$ cat src/rtl/mem_bus_master.sv
// Sequences single core memory requests onto the multiplexed address/data memory bus.
// All bus and response outputs are registered; req_ready decodes from state alone.
module mem_bus_master #(
  parameter int unsigned ADDR_WIDTH   = 15,
  parameter int unsigned DATA_WIDTH   = 8,
  parameter int unsigned READ_LATENCY = 1
) (
  input  logic                  clk,
  input  logic                  rst_n,
  input  logic                  req_valid,
  output logic                  req_ready,
  input  logic                  req_we,
  input  logic [ADDR_WIDTH-1:0] req_addr,
  input  logic [DATA_WIDTH-1:0] req_wdata,
  output logic                  rsp_valid,
  output logic [DATA_WIDTH-1:0] rsp_rdata,
  output logic                  mem_write_req,
  output logic [ADDR_WIDTH-1:0] mem_req_bus,
  input  logic [DATA_WIDTH-1:0] mem_read_data
);

  localparam logic [3:0] CntInit = 4'(READ_LATENCY - 1);

  typedef enum logic [2:0] {StIdle, StRdAddr, StRdWait, StWrAddr, StWrData} state_e;

  state_e                state_q, state_d;
  logic [3:0]            cnt_q, cnt_d;
  logic [ADDR_WIDTH-1:0] addr_q, addr_d;
  logic [DATA_WIDTH-1:0] wdata_q, wdata_d;
  logic                  wr_q, wr_d;
  logic [ADDR_WIDTH-1:0] bus_q, bus_d;
  logic                  rsp_valid_q, rsp_valid_d;
  logic [DATA_WIDTH-1:0] rdata_q, rdata_d;

  always_comb begin
    state_d     = state_q;
    cnt_d       = cnt_q;
    addr_d      = addr_q;
    wdata_d     = wdata_q;
    wr_d        = 1'b0;
    bus_d       = bus_q;
    rsp_valid_d = 1'b0;
    rdata_d     = rdata_q;

    unique case (state_q)
      StIdle: begin
        if (req_valid) begin
          addr_d  = req_addr;
          wdata_d = req_wdata;
          bus_d   = req_addr;
          if (req_we) begin
            wr_d    = 1'b1;
            state_d = StWrAddr;
          end else begin
            state_d = StRdAddr;
          end
        end
      end
      StRdAddr: begin
        cnt_d   = CntInit;
        state_d = StRdWait;
      end
      StRdWait: begin
        if (cnt_q == 4'd0) begin
          rdata_d     = mem_read_data;
          rsp_valid_d = 1'b1;
          state_d     = StIdle;
        end else begin
          cnt_d = cnt_q - 4'd1;
        end
      end
      StWrAddr: begin
        wr_d    = 1'b1;
        bus_d   = ADDR_WIDTH'(wdata_q);
        state_d = StWrData;
      end
      StWrData: begin
        // Restore the address so the idle bus never carries write data.
        bus_d       = addr_q;
        rsp_valid_d = 1'b1;
        state_d     = StIdle;
      end
      default: state_d = StIdle;
    endcase
  end

  always_ff @(posedge clk or negedge rst_n) begin
    if (!rst_n) begin
      state_q     <= StIdle;
      cnt_q       <= 4'd0;
      addr_q      <= '0;
      wdata_q     <= '0;
      wr_q        <= 1'b0;
      bus_q       <= '0;
      rsp_valid_q <= 1'b0;
      rdata_q     <= '0;
    end else begin
      state_q     <= state_d;
      cnt_q       <= cnt_d;
      addr_q      <= addr_d;
      wdata_q     <= wdata_d;
      wr_q        <= wr_d;
      bus_q       <= bus_d;
      rsp_valid_q <= rsp_valid_d;
      rdata_q     <= rdata_d;
    end
  end

  assign req_ready     = (state_q == StIdle);
  assign rsp_valid     = rsp_valid_q;
  assign rsp_rdata     = rdata_q;
  assign mem_write_req = wr_q;
  assign mem_req_bus   = bus_q;

endmodule

$ cat config.mk
export PLATFORM = sky130hd
export DESIGN_NAME = mem_bus_master
export DESIGN_NICKNAME = d
export VERILOG_FILES = /design/src/rtl/mem_bus_master.sv
export SDC_FILE = /design/constraint.sdc
export NUM_CORES = 1
export LEC_CHECK = 0
export CAP_MARGIN = 20
export CELL_PAD_IN_SITES_DETAIL_PLACEMENT = 1
export CELL_PAD_IN_SITES_GLOBAL_PLACEMENT = 1
export CORE_MARGIN = 4
export CORE_UTILIZATION = 40
export DETAILED_ROUTE_END_ITERATION = 6
export PLACE_DENSITY = 0.88
export SLEW_MARGIN = 20
export SYNTH_ARGS = -nofsm -noshare
export SYNTH_HDL_FRONTEND = slang
export SYNTH_SLANG_ARGS = --single-unit
$ cat constraint.sdc
create_clock -name clk -period 4.75 [get_ports clk]
set_input_delay 0.475 -clock clk [delete_from_list [all_inputs] [get_ports clk]]
set_output_delay 0.475 -clock clk [all_outputs]
set_load 0.1 [all_outputs]
==> impl_results.md, run 1 <==
* Initial Utilization at 0.4232
* Status: finished, final reports clean
* Die area at between 7000 and 8000 µm²
* Core Area at 6061 µm²
* PostCTS Resize Cnt at 0
* R2R depth at 4
* DP HPWL at between 4 and 5 mm
* Crit. End Element: output pin
* Fin nets at around 290
* Syn avg cell area at 13.29 µm²
* Via count at 1,795
* Routed WL at 6.044 mm
* CP max FO at 24
* Worst-margin pin slew at slightly below 1 ns
* Boundary Pins at just over 60
* Syn nets at 230
* Cts bufs inserted at 5
* Fmax at approximately 330 MHz
* Gr usage total at 0.1731
* Post-route ant nets at 0
* DP Area at roughly 3200 µm²
* Post-Syn Instances at between 150 and 200
* Diode count at 0
* Initial DRC Count at roughly 110
* CP arrival at between 2 and 3 ns
* Critical-path cell list: nor3_1 -> clkdlybuf4s50_1
* Fin crit period at about 3 ns
* Cells after DPL at 318
* # clock sinks at between 50 and 60
* Period utilization at 0.6291
* Synthesis-stage register bit count at 55
* Max-Cap Viols at 0
* Proportion of layout cells with a drive suffix above 1 at 0.1713
* Area growth syn-to-layout at 28.15%
* Final Cell Area at 3287 µm²
* IO Port Bufs at 60
* Critical path type: reg2out
* Hold crit path type: in2async
* Global-route wire length before repair at 10.34 mm
* Vias in the first global route at slightly below 2k
* PnR worst setup slack at roughly 1.8 ns
* GP Congestion at between 0.7 and 0.8
* FP Rows at 28
* Setup Buffers After CTS at 0
* Yosys cell types at 31
* Drt drc at 0
* Unrepaired setup endpoints after global routing: no
* Synth Cell Area at between 2000 and 3000 µm²
* Worst endpoint required time at ~4.3 ns
* Final setup TNS at 0 ns
* Register area share after synthesis at 0.5366
* Longest Clk Path Bufs at 2
* CP Launch Type: flop
* Final Non-Filler Cells at between 300 and 400
* Initial antenna violation count at 0
* DR pass1 iterations at 4
* Clk root buf: clkbuf_8
* Slowest cell on crit path: clkdlybuf4s50_1
* Dpl ws at roughly 2.1 ns
* DIE HEIGHT at approximately 90 µm
* Final Skew at approximately 0.010 ns
* Grt total ovfl at 0
* Hold_buf cts at 0
* Die Wd at about 88 µm
* Clock Latency Late Sink at between 0.3 and 0.4 ns
* Largest net degree at the start of global routing at 56
* Clk pin slew, worst setup/hold paths at approximately 0.10 ns
* Final hold viol count at 0
* Final setup viols at 0
* DR vias/cell at around 5.5
* Slew margin rel. at 0.3349
* Yosys warns at 0
* Max stage delay on crit path at 1.18 ns
* CTS tree: yes
* Drt wl/cell at about 19 µm
* H-tree depth at 2
* Max-slew violation count at 0
## per-stage QoR
step,hold slack [ns],util
after detailed placement,0.4702,0.5252
after global routing,0.3451,0.5423
after CTS,0.3140,0.5423
after global placement,0.4606,0.5252
after floorplan,0.1794,-
final,0.2992,0.5423
## logic make-up after synthesis
| family | share of synthesized area |
|---|---|
| and+or+nand+nor | 0.1122 |
| muxes | 0.2141 |
| AOI/OAI and AO/OA | 0.07903 |
| DFF | 0.5366 |
| buffers and inverters | 0.04829 |
| adders and majority gates | 0.009755 |
## worst max-delay path: cells and delay by family, from the launching register on
kind	cells	cell delay [ns]
buf+inv	1	1.18
flops	1	0.72
simple gates	1	0.30
## cell usage in the layout (no fill, tap or decap), types with 7 or more instances in the layout
| master | count |
|---|---|
| a22oi_1 | 8 |
| a31oi_1 | 7 |
| clkbuf_8 | 7 |
| clkdlybuf4s50_1 | 59 |
| dfrtp_1 | 55 |
| inv_1 | 9 |
| mux2_1 | 18 |
| mux2_2 | 21 |
| mux2i_1 | 11 |
| nand2_1 | 8 |
| nor3_1 | 10 |
| nor4bb_1 | 7 |
| o2bb2ai_1 | 8 |
## layout make-up
| type | count | area [µm²] |
|---|---|---|
| fillers | 611 | 2774 |
| inverters | 10 | 37.54 |
| well taps | 75 | 93.84 |
| clock buffers | 7 | 96.34 |
| clock inverters | 1 | 7.507 |
| flip-flops and latches | 55 | 1376 |
| repair buffers | 62 | 610.6 |
| multi-input cells | 116 | 1065 |
## sequential cells by signal, indices dropped and copies added, names as in the netlist
signal / count
cnt_q: 4
rsp_valid: 1
mem_req_bus: 15
addr_q: 15
rsp_rdata: 8
mem_write_req: 1
state_q: 3
wdata_q: 8
## path summary, 6_finish.rpt
| kind | from | end | slack (ns) |
|---|---|---|---|
| min in group clk | addr_q[1]$_DFFE_PN0P_ | addr_q[1]$_DFFE_PN0P_ | 0.49 |
| min | rst_n | mem_req_bus[3]$_DFFE_PN0P_ | 0.30 |
| max reg2reg | state_q[2]$_DFFE_PN0P_ | mem_req_bus[10]$_DFFE_PN0P_ | 2.38 |
| min reg2reg | addr_q[1]$_DFFE_PN0P_ | addr_q[1]$_DFFE_PN0P_ | 0.49 |
| max in group asynchronous | rst_n | mem_req_bus[6]$_DFFE_PN0P_ | 3.99 |
| max | state_q[2]$_DFFE_PN0P_ | req_ready | 1.76 |
## synthesized netlist by cell type
cell type,instances,area share
a21oi_1,1,0.0019
a21oi_4,1,0.0063
a22oi_1,8,0.023
a31oi_1,7,0.017
buf_2,3,0.0059
buf_4,2,0.0059
buf_6,4,0.018
clkbuf_1,3,0.0044
dfrtp_1,55,0.54
ha_1,2,0.0098
inv_1,9,0.013
inv_2,1,0.0015
mux2_1,18,0.079
mux2_2,21,0.092
mux2i_1,11,0.043
nand2_1,8,0.012
nand3_1,2,0.0039
nand3_2,1,0.0039
nand3b_4,1,0.0078
nor2_1,1,0.0015
nor2_2,1,0.0024
nor3_1,10,0.020
nor3b_2,1,0.0049
nor3b_4,1,0.0073
nor4b_4,1,0.0093
nor4bb_1,7,0.027
o2bb2ai_1,8,0.027
o31ai_1,1,0.0029
or2_2,1,0.0024
or3b_1,1,0.0034
or3b_2,2,0.0068
## metal layers
| metal | GRT usage | vias to the layer above | routed length (µm) |
|---|---|---|---|
| met3 | 0.02916 | 8 | 171 |
| met1 | 0.2207 | 935 | 2562 |
| met2 | 0.3027 | 36 | 3213 |
| li1 | - | 816 | - |
| met5 | 0 | - | 0 |
| met4 | 0.05082 | 0 | 97 |
Power of run 1 is left out: the tool's default activity adds up to more than one toggle a clock period on the data nets, which glitch-free logic cannot reach.
==> run 2: changes to the inputs <==
CORE_UTILIZATION = 39   (was 40)
PLACE_DENSITY = 0.86   (was 0.88)
clock period = 2.96 ns   (was 4.75 ns; I/O delays follow)
==> impl_results.md, run 2 (synthesis gave the netlist of run 1 again) <==
* Boundary Pins at 61 (unchanged)
* Diode count at 0 (unchanged)
* Final Util at 0.5101 (was 0.5423)
* Largest net degree at the start of global routing at 35 (was 56)
* Hold crit path type: in2async (unchanged)
* Drt drc at 0 (unchanged)
* DIE HEIGHT at 89.10 µm (was 88.08 µm)
* Final Skew at 0.007897 ns (was 0.01005 ns)
* PostCTS Resize Cnt at 0 (unchanged)
* Die area at 7938 µm² (was 7757 µm²)
* Post-route ant nets at 0 (unchanged)
* Drt wl/cell at 17.96 µm (was 18.54 µm)
* Unrepaired setup endpoints after global routing: no (unchanged)
* Worst endpoint required time at 3.19 ns (was 4.28 ns)
* # clock sinks at 55 (unchanged)
* CP max FO at 16 (was 24)
* Critical path type: reg2reg (was reg2out)
* Clk root buf: clkbuf_8 (unchanged)
* IO Port Bufs at 60 (unchanged)
* DR vias/cell at 5.245 (was 5.506)
* Initial Utilization at 0.4039 (was 0.4232)
* Area growth syn-to-layout at 26.29% (was 28.15%)
* Slowest cell on crit path: dfrtp_1 (was clkdlybuf4s50_1)
* Grt total ovfl at 0 (unchanged)
* Clk pin slew, worst setup/hold paths at 0.10 ns (about the same)
* Final Non-Filler Cells at 331 (was 326)
* DR pass1 iterations at 4 (unchanged)
* Max stage delay on crit path at 0.83 ns (was 1.18 ns)
* CP arrival at 2.23 ns (was 2.51 ns)
* Fin crit period at 1.992 ns
* Fin nets at 290 (was 287)
* Vias in the first global route at 1,888 (was 1,980)
* Die Wd at 89.10 µm (was 88.08 µm)
* CP delay by family, top: flip-flops (was buffers and inverters)
* Met3 routed WL at 183 µm (was 171 µm)
* Crit. End Element: flop (was output pin)
* Cells after DPL at 322 (was 318)
* DP HPWL at 4.125 mm (was 4.038 mm)
* Proportion of layout cells with a drive suffix above 1 at 0.2795 (was 0.1713)
* Final setup TNS at 0 ns (unchanged)
* Fmax at ~500 MHz
* Metal1 wirelength at 2.525 mm (was 2.562 mm)
* Longest Clk Path Bufs at 2 (unchanged)
* Slew margin rel. at 0.5075 (was 0.3349)
* CTS tree: yes (unchanged)
* Cts bufs inserted at 5 (unchanged)
* Gr usage total at 0.1604 (was 0.1731)
* Status: finished, final reports clean (unchanged)
* Initial DRC Count at 73 (was 113)
* Routed WL at 5.944 mm (was 6.044 mm)
* Global-route wire length before repair at 9.673 mm (was 10.34 mm)
* Worst Path Buf+Inv at 0 (was 1)
* Critical-path cell list: nor2_2 -> a21oi_4 -> mux2i_1 (was nor3_1 -> clkdlybuf4s50_1)
* Hold Worst Slack at 0.4708 ns (was 0.2992 ns)
* Final hold viol count at 0 (unchanged)
* Core Area at 6350 µm² (was 6061 µm²)
* FP Rows at 29 (was 28)
* Period utilization at 0.6730
* Clock Latency Late Sink at 0.32 ns (was 0.31 ns)
* H-tree depth at 2 (unchanged)
* Via count at 1,736 (was 1,795)
* Final setup viols at 0 (unchanged)
* Max-Cap Viols at 0 (unchanged)
* CP Launch Type: flop (unchanged)
* Routed wl met2 at 3.119 mm (was 3.213 mm)
* Worst-margin pin slew at 0.7388 ns (was 0.9945 ns)
* GP Congestion at 0.7369 (was 0.7232)
* Max-slew violation count at 0 (unchanged)
* Initial antenna violation count at 0 (unchanged)
* Max layer used: met4 (unchanged)
* Most frequent cells in the layout: dfrtp_1, clkdlybuf4s50_1, buf_4, mux2_2, mux2_1 (was clkdlybuf4s50_1, dfrtp_1, mux2_2, mux2_1, mux2i_1)
* Most common cell after layout, fill and taps aside: dfrtp_1 (was clkdlybuf4s50_1)
run 2: cell count changes in the layout (fill, tap and decap cells not counted):
cell             change
buf_4               +28
clkdlybuf4s50_1     -26
clkbuf_8             -2
clkbuf_1             +1
dlygate4sd3_1        +1
inv_6                +1
nor3_1               -1
nor3_2               +1
run 2: metal layers:
layer	GRT usage	vias up
li1	-	821
met1	0.2036	871
met2	0.2739	35
met3	0.02857	9
met4	0.05819	0
met5	0	-
run 2: worst reg2reg max path, stage by stage (launching register included):
cell and delay, ns:
dfrtp_1 0.83, nor2_2 0.26, a21oi_4 0.55, mux2i_1 0.27
run 2: layout make-up:
| class | count | area, µm² |
|---|---|---|
| clock buffer | 6 | 72.57 |
| multi-input combinational | 116 | 1070 |
| timing repair buffer | 65 | 570.5 |
| fill | 658 | 3110 |
| inverter | 10 | 37.54 |
| sequential | 55 | 1376 |
| clock inverter | 2 | 16.27 |
| tap | 77 | 96.34 |
run 2: repair_timing:
action,CTS,global route
setup endpoints to repair,0,0
hold buffers,1,0
setup buffers,0,0
endpoints found under the hold margin,21,0
run 2: path summary, 6_finish.rpt:
| kind | startpoint | endpoint | slack, ns | cells past startpoint |
|---|---|---|---|---|
| hold / removal | rst_n | state_q[1]$_DFFE_PN0P_ | 0.47 | 2 |
| min in group clk | addr_q[10]$_DFFE_PN0P_ | addr_q[10]$_DFFE_PN0P_ | 0.49 | 1 |
| setup reg to reg | state_q[0]$_DFFE_PN0P_ | mem_req_bus[11]$_DFFE_PN0P_ | 0.97 | 3 |
| max in group asynchronous | rst_n | addr_q[13]$_DFFE_PN0P_ | 1.66 | 3 |
| setup / recovery | state_q[0]$_DFFE_PN0P_ | mem_req_bus[11]$_DFFE_PN0P_ | 0.97 | 3 |
| hold reg to reg | addr_q[10]$_DFFE_PN0P_ | addr_q[10]$_DFFE_PN0P_ | 0.49 | 1 |
run 2: through the flow:
| step | setup slack [ns] | instance area [µm²] |
|---|---|---|
| after floorplan | 0.6873 | 2570 |
| after global placement | 0.8855 | 3141 |
| after detailed placement | 0.7964 | 3141 |
| after CTS | 0.9159 | 3239 |
| after global routing | 0.8007 | 3239 |
| final | 0.9679 | 3239 |
Power of run 2 is left out for the same reason.
==> run 3: changes to the inputs <==
clock period = 1.9 ns   (was 2.96 ns; I/O delays follow)
==> impl_results.md, run 3 (synthesis gave the netlist of run 1 again) <==
* Register area at 1376 µm² (unchanged)
* IO Port Bufs at 60 (unchanged)
* Final hold viol count at 0 (unchanged)
* Clk pin slew, worst setup/hold paths at 0.10 ns (about the same)
* Proportion of layout cells with a drive suffix above 1 at 0.3106 (was 0.2795)
* Most common cell after layout, fill and taps aside: dfrtp_1 (unchanged)
* R2r setup slk at 0.14 ns (was 0.97 ns)
* GP Congestion at 0.7895 (was 0.7369)
* Footprint of the multi-input gates at 1076 µm² (was 1070 µm²)
* Most common cell on crit path: buf_4
* DR vias/cell at 5.349 (was 5.245)
* Initial Utilization at 0.4039 (unchanged)
* Worst endpoint required time at 2.09 ns (was 3.19 ns)
* Diode count at 0 (unchanged)
* Vias in the first global route at 2,008 (was 1,888)
* Initial DRC Count at 72 (was 73)
* Core Area at 6350 µm² (unchanged)
* H-tree depth at 2 (unchanged)
* Boundary Pins at 61 (unchanged)
* Period utilization at 0.9240 (was 0.6730)
* Cts bufs inserted at 5 (unchanged)
* Global-route wire length before repair at 10.09 mm (was 9.673 mm)
* CP max FO at 18 (was 16)
* Final setup viols at 0 (unchanged)
* DR pass1 iterations at 4 (unchanged)
* Area growth syn-to-layout at 32.20% (was 26.29%)
* Grt total ovfl at 0 (unchanged)
* Routed WL at 6.287 mm (was 5.944 mm)
* Die area at 7938 µm² (unchanged)
* Hold crit path type: in2async (unchanged)
* Final Skew at 0.008025 ns (was 0.007897 ns)
* Unrepaired setup endpoints after global routing: no (unchanged)
* Clock Latency Late Sink at 0.31 ns (was 0.32 ns)
* Fmax at 569.6 MHz (was 502.0 MHz)
* Die Wd at 89.10 µm (unchanged)
* Hold Worst Slack at 0.3931 ns (was 0.4708 ns)
* Worst-margin pin slew at 0.5660 ns (was 0.7388 ns)
* Initial antenna violation count at 0 (unchanged)
* Critical-path cell list: buf_4 -> nand3b_4 -> inv_2 -> a21oi_4 -> buf_4 -> o2bb2ai_1 (was nor2_2 -> a21oi_4 -> mux2i_1)
* Slew margin rel. at 0.6226 (was 0.5075)
* FP Rows at 29 (unchanged)
* CP arrival at 1.95 ns (was 2.23 ns)
* Filler Cell Count at 644 (was 658)
* PostCTS Resize Cnt at 0 (unchanged)
* Final setup TNS at 0 ns (unchanged)
* # clock sinks at 55 (unchanged)
* Max stage delay on crit path at 0.55 ns (was 0.83 ns)
* Fin nets at 300 (was 290)
* Critical path type: reg2reg (unchanged)
* Drt wl/cell at 18.44 µm (was 17.96 µm)
* Most frequent cells in the layout: dfrtp_1, buf_4, clkdlybuf4s50_1, mux2_2, mux2_1 (was dfrtp_1, clkdlybuf4s50_1, buf_4, mux2_2, mux2_1)
* Gr usage total at 0.1685 (was 0.1604)
* CTS tree: yes (unchanged)
* Status: finished, final reports clean (unchanged)
* Longest Clk Path Bufs at 2 (unchanged)
* Largest net degree at the start of global routing at 25 (was 35)
* Drt drc at 0 (unchanged)
* Slowest cell on crit path: dfrtp_1 (unchanged)
* Crit. End Element: flop (unchanged)
* Clk root buf: clkbuf_8 (unchanged)
* DIE HEIGHT at 89.10 µm (unchanged)
* Post-route ant nets at 0 (unchanged)
* DP HPWL at 4.773 mm (was 4.125 mm)
* Fin crit period at 1.756 ns (was 1.992 ns)
* CP Launch Type: flop (unchanged)
* Via count at 1,824 (was 1,736)
* Max-slew violation count at 0 (unchanged)
* Max-Cap Viols at 0 (unchanged)
## run 3: changes by cell type in the layout (fill, tap and decap cells not counted)
cell	before	now
buf_12	0	3
buf_4	30	37
bufinv_16	0	1
clkbuf_1	1	0
clkbuf_8	5	6
clkinvlp_4	1	0
nor3_2	1	0
nor3_4	0	1
## run 3: through the flow
stage	area [µm²]	instances	util	setup WS, ns
finish	3391	341	0.5340	0.1443
CTS	3391	341	0.5340	0.1267
global placement	3259	332	0.5133	0.2254
global route	3391	341	0.5340	0.03532
floorplan	2576	193	-	0.1309
detailed placement	3259	332	0.5133	0.1404
## run 3: timing repair
item / CTS / global route
endpoints found under the hold margin: 21 / 0
buffers inserted: 0 / 0
endpoints found under the setup margin: 0 / 0
hold buffers: 1 / 0
## run 3: path summary, 6_finish.rpt
| path | to | depth (start not counted) | start |
|---|---|---|---|
| max in group asynchronous | addr_q[12]$_DFFE_PN0P_ | 3 | rst_n |
| min | mem_req_bus[4]$_DFFE_PN0P_ | 2 | rst_n |
| min in group clk | wdata_q[5]$_DFFE_PN0P_ | 2 | req_wdata[5] |
| max | mem_req_bus[5]$_DFFE_PN0P_ | 6 | state_q[1]$_DFFE_PN0P_ |
| min reg2reg | addr_q[7]$_DFFE_PN0P_ | 1 | addr_q[7]$_DFFE_PN0P_ |
| max reg2reg | mem_req_bus[5]$_DFFE_PN0P_ | 6 | state_q[1]$_DFFE_PN0P_ |
## run 3: per-layer routing
metal | part of all wire | vias up | GRT usage
met4 | 0.014 | 0 | 0.05413
met3 | 0.033 | 6 | 0.03502
met1 | 0.42 | 944 | 0.2000
met2 | 0.54 | 29 | 0.3034
li1 | - | 845 | -
met5 | 0 | - | 0
## run 3: final cells by class
| cell class | count | share of cell area |
|---|---|---|
| multi-input combinational | 116 | 0.3173 |
| tap | 77 | 0.02841 |
| clock buffer | 6 | 0.02435 |
| timing repair buffer | 75 | 0.2015 |
| sequential | 55 | 0.4059 |
| inverter | 10 | 0.01107 |
| clock inverter | 2 | 0.01144 |
## run 3: worst max-delay path, delay by kind of cell, from the launching register on
family | cells | cell delay (ns)
simple gates | 1 | 0.15
buf+inv | 3 | 0.73
compound gates | 2 | 0.20
flops | 1 | 0.55
Power of run 3 is left out for the same reason.
